File: config.mk
export PLATFORM = sky130hd
export DESIGN_NAME = mem_stage_flat
export DESIGN_NICKNAME = d
export VERILOG_FILES = /design/src/rtl/mem_stage_if.sv /design/src/rtl/mem_stage.sv /design/src/flat_wrapper.sv
export SDC_FILE = /design/constraint.sdc
export NUM_CORES = 1
export LEC_CHECK = 0
export BUFFER_PORTS_ARGS = -buffer_cell sky130_fd_sc_hd__buf_2
export CORE_MARGIN = 2
export CORE_UTILIZATION = 45
export CTS_CLUSTER_DIAMETER = 60
export DETAILED_ROUTE_END_ITERATION = 12
export PLACE_DENSITY = 0.88
export SLEW_MARGIN = 20
export SYNTH_ARGS = -nofsm -noshare
export SYNTH_HDL_FRONTEND = slang
export SYNTH_SLANG_ARGS = --single-unit
File: constraint.sdc
create_clock -name clk -period 3.6 [get_ports clk]
set_clock_uncertainty 0.05 [all_clocks]
set_input_delay 1.08 -clock clk [delete_from_list [all_inputs] [get_ports clk]]
set_output_delay 1.08 -clock clk [all_outputs]
set_load 0.05 [all_outputs]
File: src/rtl/mem_stage_if.sv
// Execute/memory/writeback-facing signal bundle for the MIPS memory-access stage.
// The slave side is the stage itself; the master side is the surrounding pipeline.
interface mem_stage_if #(
  parameter int EX_TO_MEM_WD = 79,
  parameter int MEM_TO_WB_WD = 70,
  parameter int STALL_W      = 6
);
  logic [STALL_W-1:0]      stall;
  logic [EX_TO_MEM_WD-1:0] ex_to_mem_bus;
  logic [31:0]             data_sram_rdata;
  logic [MEM_TO_WB_WD-1:0] mem_to_wb_bus;
  logic [37:0]             mem_to_id;
  logic                    mem_is_load;

  modport master (
    output stall, ex_to_mem_bus, data_sram_rdata,
    input  mem_to_wb_bus, mem_to_id, mem_is_load
  );

  modport slave (
    input  stall, ex_to_mem_bus, data_sram_rdata,
    output mem_to_wb_bus, mem_to_id, mem_is_load
  );
endinterface

File: src/rtl/mem_stage.sv
// MIPS memory-access stage: registers the execute bus, captures SRAM read data
// across stalls, aligns/extends loads and drives writeback and forwarding buses.
module mem_stage #(
  parameter int EX_TO_MEM_WD = 79,
  parameter int MEM_TO_WB_WD = 70,
  parameter int STALL_W      = 6
) (
  input  logic         clk,
  input  logic         rst,
  mem_stage_if.slave   bus
);
  localparam logic [2:0] OP_LW  = 3'b000;
  localparam logic [2:0] OP_LB  = 3'b001;
  localparam logic [2:0] OP_LBU = 3'b010;
  localparam logic [2:0] OP_LH  = 3'b011;
  localparam logic [2:0] OP_LHU = 3'b100;

  logic [EX_TO_MEM_WD-1:0] bus_reg;
  logic [31:0]             rdata_hold_reg;
  logic                    hold_vld_reg;

  logic        stop_mem;
  logic        stop_wb;
  logic [2:0]  mem_op;
  logic [31:0] pc;
  logic        data_ram_en;
  logic [3:0]  data_ram_wen;
  logic        sel_rf_res;
  logic        rf_we;
  logic [4:0]  rf_waddr;
  logic [31:0] ex_result;
  logic [1:0]  off;
  logic [31:0] raw_rdata;
  logic [7:0]  byte_lane [4];
  logic [7:0]  sel_byte;
  logic [15:0] sel_half;
  logic [31:0] load_data;
  logic [31:0] rf_wdata;

  assign stop_mem = bus.stall[3];
  assign stop_wb  = bus.stall[4];

  assign {mem_op, pc, data_ram_en, data_ram_wen, sel_rf_res,
          rf_we, rf_waddr, ex_result} = bus_reg;
  assign off = ex_result[1:0];

  // A bubble or a new instruction invalidates the held read data; otherwise the
  // first stalled cycle latches the SRAM output so later cycles see that value.
  always_ff @(posedge clk or negedge rst) begin
    if (!rst) begin
      bus_reg        <= '0;
      rdata_hold_reg <= '0;
      hold_vld_reg   <= 1'b0;
    end else if (stop_mem && !stop_wb) begin
      bus_reg      <= '0;
      hold_vld_reg <= 1'b0;
    end else if (!stop_mem) begin
      bus_reg      <= bus.ex_to_mem_bus;
      hold_vld_reg <= 1'b0;
    end else if (!hold_vld_reg) begin
      rdata_hold_reg <= bus.data_sram_rdata;
      hold_vld_reg   <= 1'b1;
    end
  end

  assign raw_rdata = hold_vld_reg ? rdata_hold_reg : bus.data_sram_rdata;

  // Little-endian byte lanes: lane 0 is bits 7:0.
  for (genvar gi = 0; gi < 4; gi++) begin : g_lane
    assign byte_lane[gi] = raw_rdata[8*gi +: 8];
  end

  assign sel_byte = byte_lane[off];
  assign sel_half = off[1] ? raw_rdata[31:16] : raw_rdata[15:0];

  always_comb begin
    load_data = raw_rdata;
    case (mem_op)
      OP_LB:   load_data = {{24{sel_byte[7]}}, sel_byte};
      OP_LBU:  load_data = {24'd0, sel_byte};
      OP_LH:   load_data = {{16{sel_half[15]}}, sel_half};
      OP_LHU:  load_data = {16'd0, sel_half};
      OP_LW:   load_data = raw_rdata;
      default: load_data = raw_rdata;
    endcase
  end

  assign rf_wdata = sel_rf_res ? load_data : ex_result;

  assign bus.mem_to_wb_bus = {pc, rf_we, rf_waddr, rf_wdata};
  assign bus.mem_to_id     = {rf_we, rf_waddr, rf_wdata};
  assign bus.mem_is_load   = data_ram_en & ~|data_ram_wen;
endmodule

File: src/flat_wrapper.sv
// flat-port wrapper written by rule: the top's interface ports become plain ports
module mem_stage_flat 
#(
  parameter int EX_TO_MEM_WD = 79,
  parameter int MEM_TO_WB_WD = 70,
  parameter int STALL_W      = 6
)
  (clk, rst, bus_stall, bus_ex_to_mem_bus, bus_data_sram_rdata, bus_mem_to_wb_bus, bus_mem_to_id, bus_mem_is_load);
  mem_stage_if #(.EX_TO_MEM_WD(EX_TO_MEM_WD), .MEM_TO_WB_WD(MEM_TO_WB_WD), .STALL_W(STALL_W)) bus_i ();
  input  logic clk;
  input  logic rst;
  input wire logic [$bits(bus_i.stall)-1:0] bus_stall;
  input wire logic [$bits(bus_i.ex_to_mem_bus)-1:0] bus_ex_to_mem_bus;
  input wire logic [$bits(bus_i.data_sram_rdata)-1:0] bus_data_sram_rdata;
  output wire logic [$bits(bus_i.mem_to_wb_bus)-1:0] bus_mem_to_wb_bus;
  output wire logic [$bits(bus_i.mem_to_id)-1:0] bus_mem_to_id;
  output wire logic [$bits(bus_i.mem_is_load)-1:0] bus_mem_is_load;
  assign bus_i.stall = bus_stall;
  assign bus_i.ex_to_mem_bus = bus_ex_to_mem_bus;
  assign bus_i.data_sram_rdata = bus_data_sram_rdata;
  assign bus_mem_to_wb_bus = bus_i.mem_to_wb_bus;
  assign bus_mem_to_id = bus_i.mem_to_id;
  assign bus_mem_is_load = bus_i.mem_is_load;
  mem_stage #(.EX_TO_MEM_WD(EX_TO_MEM_WD), .MEM_TO_WB_WD(MEM_TO_WB_WD), .STALL_W(STALL_W)) u_core (.clk(clk), .rst(rst), .bus(bus_i));
endmodule
# Yosys cells after proc, flatten, opt, wreduce, memory -nomap -nowiden
# Index checks and enable logic that the tools add are counted.
# word_totals
ff_bits	112
# op_classes
order_cmp	1
n_eq_ne	5
mux	11
n_bitwise	3
reduce_logical	5
# ops
op	n
79-bit two-way mux	2
32-bit one-hot mux with 4 select lines	1
32-bit two-way mux	2
8-bit binary-select mux with 2-bit select	1
16-bit two-way mux	1
8-bit two-way mux	2
3-bit by 2-bit equality test with 1-bit output, second input constant	2
4-bit OR reduction	1
3-bit by 1-bit equality test with 1-bit output, second input constant	1
3-bit equality test, second input constant	1
3-bit >= comparator, second input constant	1
2-bit inverter with 3-bit output	1
1-bit zero test	2
1-bit two-way mux	2
2-bit by 1-bit != test with 1-bit output, second input constant	1
2-bit AND reduction	1
1-bit AND	1
1-bit logical AND	1
1-bit inverter	1

# Longest topological paths before layout
# Gate-level depths: netlist (run 1).
# logic_depth
word_depth	6
ltp_mapped	8
depth_no_buf	5

# Worst setup path before layout (run 1)
# Ideal clock, no wire load.
# synth_timing
kind	input port to output port
startpoint	input port bus_data_sram_rdata[7]
endpoint	output port bus_mem_to_wb_bus[10]
arrival_time_ps	2992
t_required_ps	2470
path_slack_ps	-522
path_stages	6
path_buffers	1
path_cell_list	nor2b_1 > a2111oi_2 > nor4_4 > nor4_1 > a21oi_1 > buf_4
# synth_between
elab_chain_cells	6
# synth_rtl
element	line_no	rtl
start, declared	flat_wrapper.sv:14	input wire logic [$bits(bus_i.data_sram_rdata)-1:0] bus_data_sram_rdata;
32-bit two-way mux	mem_stage.sv:66	assign raw_rdata = hold_vld_reg ? rdata_hold_reg : bus.data_sram_rdata;
8-bit binary-select mux with 2-bit select	mem_stage.sv:73	assign sel_byte = byte_lane[off];
8-bit two-way mux (implied by the code) (2 in a row)	mem_stage.sv:73	
32-bit one-hot mux with 4 select lines	mem_stage.sv:78	case (mem_op)
32-bit two-way mux	mem_stage.sv:88	assign rf_wdata = sel_rf_res ? load_data : ex_result;
end, declared	flat_wrapper.sv:15	output wire logic [$bits(bus_i.mem_to_wb_bus)-1:0] bus_mem_to_wb_bus;
# No other way between the ends. The select of a mux whose other input is x is not followed.

# Final worst setup path (run 1)
# layout_timing
startpoint	input port bus_data_sram_rdata[23]
endpoint	output port bus_mem_to_id[16]
# layout_between
elab_chain_cells	6
# layout_rtl
element	line_no	rtl
32-bit two-way mux	mem_stage.sv:66	
8-bit binary-select mux with 2-bit select	mem_stage.sv:73	
8-bit two-way mux (implied by the code) (2 in a row)	mem_stage.sv:73	
32-bit one-hot mux with 4 select lines	mem_stage.sv:78	
32-bit two-way mux	mem_stage.sv:88	
end, declared	flat_wrapper.sv:16	output wire logic [$bits(bus_i.mem_to_id)-1:0] bus_mem_to_id;
# No other way between the ends. The select of a mux whose other input is x is not followed.

==> results of run 1 <==
path summary, 6_finish.rpt:
path / startpoint / endpoint / slack [ps] / cells after the start
min in group asynchronous: rst / u_core.rdata_hold_reg[18] / 640 / 1
hold reg to reg: u_core.bus_reg[50] / u_core.bus_reg[50] / 430 / 2
hold / removal: u_core.bus_reg[50] / u_core.bus_reg[50] / 430 / 2
setup reg to reg: u_core.hold_vld_reg / u_core.rdata_hold_reg[20] / 1690 / 4
max in group asynchronous: rst / u_core.bus_reg[0] / 2070 / 2
setup / recovery: bus_data_sram_rdata[23] / bus_mem_to_id[16] / -150 / 7
cells by family after synthesis:
kind of cell | count (synthesis)
flops | 112
fa+ha+maj | 1
mux | 72
buf+inv | 204
xor+xnor | 3
compound gates | 151
simple gates | 157
Yosys cell counts, drive strengths merged, types with 4 or more instances:
cell	count	area, um2
o22a	19	166
a211oi	5	37.5
a222oi	4	40.0
clkbuf	22	82.6
nand2b	4	25.0
dfrtp	112	2800
a21oi	20	100
mux4	11	252
buf	98	712
o21ai	84	420
nor4	5	46.3
nor3	6	30.0
inv	84	315
nand2	87	337
nor2	44	173
mux2	34	383
mux2i	27	270
nor2b	5	31.3
o22ai	4	25.0
repair_timing:
| action | 4_1_cts | 5_1_grt |
|---|---|---|
| gates cloned | 1 | 0 |
| gates resized for setup | 128 | 19 |
| pin swaps | 12 | 7 |
| endpoints found under the setup margin | 56 | 62 |
| setup buffers | 8 | 3 |
| hold endpoints to repair | 0 | 0 |
layout make-up:
cell class	count	area (um2)
Clock buffer	10	229
Multi-Input combinational cell	385	3020
Clock inverter	6	75.1
Fill cell	1103	5380
Timing Repair Buffer	262	1880
Inverter	84	315
Sequential cell	112	2810
Tap cell	180	225
routing by layer:
layer | GRT usage [%] | routed length [um]
met2 | 41.8 | 9470
met3 | 5.17 | 1220
met1 | 29.8 | 7330
met4 | 8.52 | 455
met5 | 0 | 0
power groups by stage:
| stage | Clock [W] | Combinational, W | Sequential [W] |
|---|---|---|---|
| final | 0.00105 | 0.00157 | 0.00149 |
| after global routing | 0.00112 | 0.00165 | 0.00150 |
| after CTS | 0.00107 | 0.00153 | 0.00149 |
| after detailed placement | 0 | 0.00136 | 0.00151 |
| after global placement | 0 | 0.00133 | 0.00150 |
| after floorplan | 0 | 0.00113 | 0.00147 |
metrics by stage:
stage	setup TNS [ps]	utilization, %	setup slack, ps	instance area, um2
2_1_floorplan	-1680	-	-106	6790
3_3_place_gp	-13070	54.4	-320	7580
3_5_place_dp	-14010	54.4	-340	7580
4_1_cts	-4710	60.5	-155	8430
5_1_grt	-6430	61.4	-164	8550
6_report	-4810	61.4	-149	8550
worst max-delay path: cells and delay by family:
family                 cells  cell delay [ps]
AO/OA/AOI/OAI              1              250
buffers and inverters      2              250
multiplexers               2              820
AND/OR/NAND/NOR            2              220
==> flow_summary.toml, run 1 <==
[outcome]
status = "finished with violations"
violations = "negative setup slack"

[power]
p_per_area_nw_per_um2 = 480
p_total_w = 0.00410
leakagePower_nw = 4.11
ir_worst_vdd_uv = 301
p_comb_share_pct = 38.2
switching_share_pct = 38.6
power_switching_w = 0.00158
p_clk_share_pct = 25.5
pwr-share-seq_pct = 36.3
p_int_w = 0.00252

[worst_setup_path]
crit_chain = "buf_6 -> mux4_2 -> mux2_4 -> nand2_8 -> nand2_8 -> o22a_4 -> buf_8"
crit_arrival_ps = 2620
cp.required_ps = 2470
start_kind = "input pin"
end_kind = "primary output"
cpPeakStageDelay_ps = 500
worstSetupPathType = "input pin to primary output"
crit_top_cell = "nand2_8"
worstPathMaxFanout = 8
crit_slowest_cell = "mux4_2"

[floorplanning]
io_pins = 228
core_um2 = 13900
die_w_um = 124
num_rows = 43
die-height_um = 124
die_area_um2 = 15300
start_util_pct = 46.4

[synth]
syn_area_um2 = 6470
synth_adder_area_share_pct = 0.155
synth.distinct_cells = 46
async_flop_share_pct = 100
synth_mux_area_share_pct = 14.0
synth_fp_nets = 819
avgSynthCellArea_um2 = 9.24
synth_compound_area_share_pct = 14.4
yosys.area_share.simple_pct = 10.5
synthCells = 700
ys_ff_latch = 112
synth_edf_count = 0
synth_top_family_by_area = "buffers and inverters"
yosysSeqAreaShare_pct = 43.3
ys_warn_count = 0
synth_xor_area_share_pct = 0.406
ys.flop_type = "dfrtp_1"

[placement]
dp.cells = 1013
hpwl_um = 13100
portBuffers = 223
finalWeightedCongestion = 0.920

[clock_tree]
clock_latency_ps = 360
cts-buffers-inserted = 9
cts_tree = "done"
cts_hold_buf = 0
clock_path_buffers = 2
ctsRootBufferMaster = "clkbuf_16"
htreeDepth = 3
cts_sinks = 112
clkSlewWorstSetupHoldPaths_ps = 70

[grt]
grt_use_total_pct = 24.1
grt_max_degree = 80
grt_pass1_wl_um = 27800
antenna_found_initial = 0
gr-total-overflow = 0
grt_pass1_vias = 5390

[drt]
antenna_left = 0
num_vias = 5454
routed_via_density = 5.25
wl_per_cell_um = 17.8
remaining_drc_errors = 0
drt_iter0_drc = 396
finalWirelength_um = 18500
dr.pass1.iters = 7

[layout]
layout_common_cells = "155 x buf_2, 108 x dfrtp_1, 85 x nand2_1"
area_growth_syn_to_layout_pct = 32.2
drive_gt1_share_pct = 40.2
fin_nets = 973
largest_register_ffs = 79
stdcell_count = 1039
num_antenna_cells = 0
final_common_cell = "buf_2"

[sta]
setup_violations = 51
finalCritPeriodShare_pct = 104
slew_headroom_pct = 44.7
hold_ws_ps = 432
max_freq_ghz = 0.267
period_needed_ps = 3750
worst_pin_slew_ps = 830
maxSlewViolCount = 0
finalWorstSetupSlack_ps = -149
grt_setup_unrepaired = "true"
finalHoldViolCount = 0

[min_path]
hold_path.class = "flip-flop to flip-flop"

[job]
maxCapViolCount = 0
No activity file was read; power rests on OpenSTA's default activity.
==> run 2, diff against run 1 <==
Settings changed: GPL_TIMING_DRIVEN from default to 0.
==> flow_summary.toml, run 2 (synthesis results as in run 1) <==
[min_path]
hold_path_depth = 2
hold_path.class = "flip-flop to flip-flop"
holdCritStartpoint = "u_core.bus_reg[7]"

[drt]
dr.pass1.iters = 6
drt_iter0_drc = 482
finalWirelength_um = 21800
num_vias = 6141
routed_via_density = 5.35
remaining_drc_errors = 0
antenna_left = 0
wl_per_cell_um = 19.0

[worst_setup_path]
crit_arrival_ps = 2770
start_kind = "input pin"
cp.required_ps = 2470
worstPathMaxFanout = 5
worstSetupPathType = "input pin to primary output"
end_kind = "primary output"
rrSetupSlack_ps = 1830
timing.rr.start = "u_core.hold_vld_reg"
worstRegToRegCells = 5
startpoint = "bus_data_sram_rdata[31]"

[floorplanning]
core_um2 = 13900
die_w_um = 124
die-height_um = 124
num_rows = 43
io_pins = 228
start_util_pct = 46.4
die_area_um2 = 15300

[grt]
grt_use_total_pct = 27.8
antenna_found_initial = 0
grt_pass1_wl_um = 31700
gr-total-overflow = 0
grt_pass1_vias = 5956
grt_max_degree = 65

[placement]
dp_slack_ps = -484
finalWeightedCongestion = 0.932
hpwl_um = 15100
portBuffers = 223

[clock_tree]
htreeDepth = 3
clock_latency_ps = 360
cts_tree = "done"
cts_sinks = 112
clock_path_buffers = 2
ctsRootBufferMaster = "clkbuf_16"
cts_hold_buf = 0
clkSlewWorstSetupHoldPaths_ps = 70
cts-buffers-inserted = 9

[layout]
layout_common_cells = "149 x buf_2, 111 x dfrtp_1, 85 x nand2_1"
num_antenna_cells = 0
nFillCells = 1018
drive_gt1_share_pct = 45.2
final_common_cell = "buf_2"
layout.area.seq_um2 = 2800
area_growth_syn_to_layout_pct = 49.3
fin_nets = 1081
largest_register_ffs = 79
multi_input_area_um2 = 3070

[power]
switching_share_pct = 38.3
leakagePower_nw = 4.69
p_comb_share_pct = 42.1
ir_worst_vdd_uv = 255
power_switching_w = 0.00168
p_total_w = 0.00438
p_int_w = 0.00270
p_clk_share_pct = 24.0
pwr-share-seq_pct = 33.9
p_per_area_nw_per_um2 = 454

[sta]
finalWorstSetupSlack_ps = -302
finalCritPeriodShare_pct = 108
slew_headroom_pct = 45.7
setup_violations = 54
maxSlewViolCount = 0
tns_ps = -10450
worst_pin_slew_ps = 815
finalHoldViolCount = 0
grt_setup_unrepaired = "true"
max_freq_ghz = 0.256
period_needed_ps = 3900

[job]
maxCapViolCount = 0

[outcome]
violations = "negative setup slack"
status = "finished with violations"
[run 2: cell count changes in the layout (fill, tap and decap cells not counted), sizes merged]
cell	before	now
clkinvlp	0	1
nand2	88	87
clkinv	2	1
buf	260	345
clkbuf	12	36
[run 2: critical path: stages]
cell,delay [ps]
buf_8,100
mux4_2,480
mux2_4,310
nand2_4,100
nand2_8,90
buf_12,150
o22a_4,210
buf_6,120
buf_8,140
[run 2: stage by stage]
step	hold WS (ps)	cells	util (%)	instance area [um2]
after floorplan	397	700	-	6790
after global placement	409	1103	58.4	8140
after detailed placement	426	1104	58.6	8170
after CTS	442	1133	66.4	9260
after global routing	465	1147	69.3	9650
final	437	1147	69.3	9650
[run 2: power groups by stage]
stage,Combinational (W),Sequential (W),Clock [W]
global placement,0.00146,0.00149,0
CTS,0.00171,0.00147,0.00106
global route,0.00193,0.00150,0.00111
detailed placement,0.00149,0.00149,0
floorplan,0.00113,0.00147,0
finish,0.00184,0.00148,0.00105
[run 2: final cells by class]
type | count | area share, %
sequential | 112 | 29.1
tap | 180 | 2.33
clock inverter | 6 | 0.752
clock buffer | 10 | 2.37
timing repair buffer | 251 | 20.5
buffer | 120 | 9.96
multi-input combinational | 384 | 31.8
inverter | 84 | 3.27
[run 2: worst paths after layout]
kind,to
min reg2reg,u_core.bus_reg[7]
max,bus_mem_to_wb_bus[24]
min in group asynchronous,u_core.rdata_hold_reg[7]
max reg2reg,u_core.rdata_hold_reg[29]
max in group asynchronous,u_core.bus_reg[24]
min,u_core.bus_reg[7]
[run 2: what timing repair did]
action	CTS	global route
cloned	1	0
buffers inserted	12	16
hold endpoints to repair	0	0
setup endpoints to repair	64	62
pin swaps	19	14
gates resized for setup	172	78
[run 2: metal layers]
metal / part of all wire, % / vias to the layer above / global-route usage [%]
met4: 4.7 / 0 / 13.7
li1: - / 2780 / -
met5: 0 / - / 0
met3: 8.7 / 83 / 5.22
met1: 37 / 2919 / 34.0
met2: 50 / 359 / 47.3
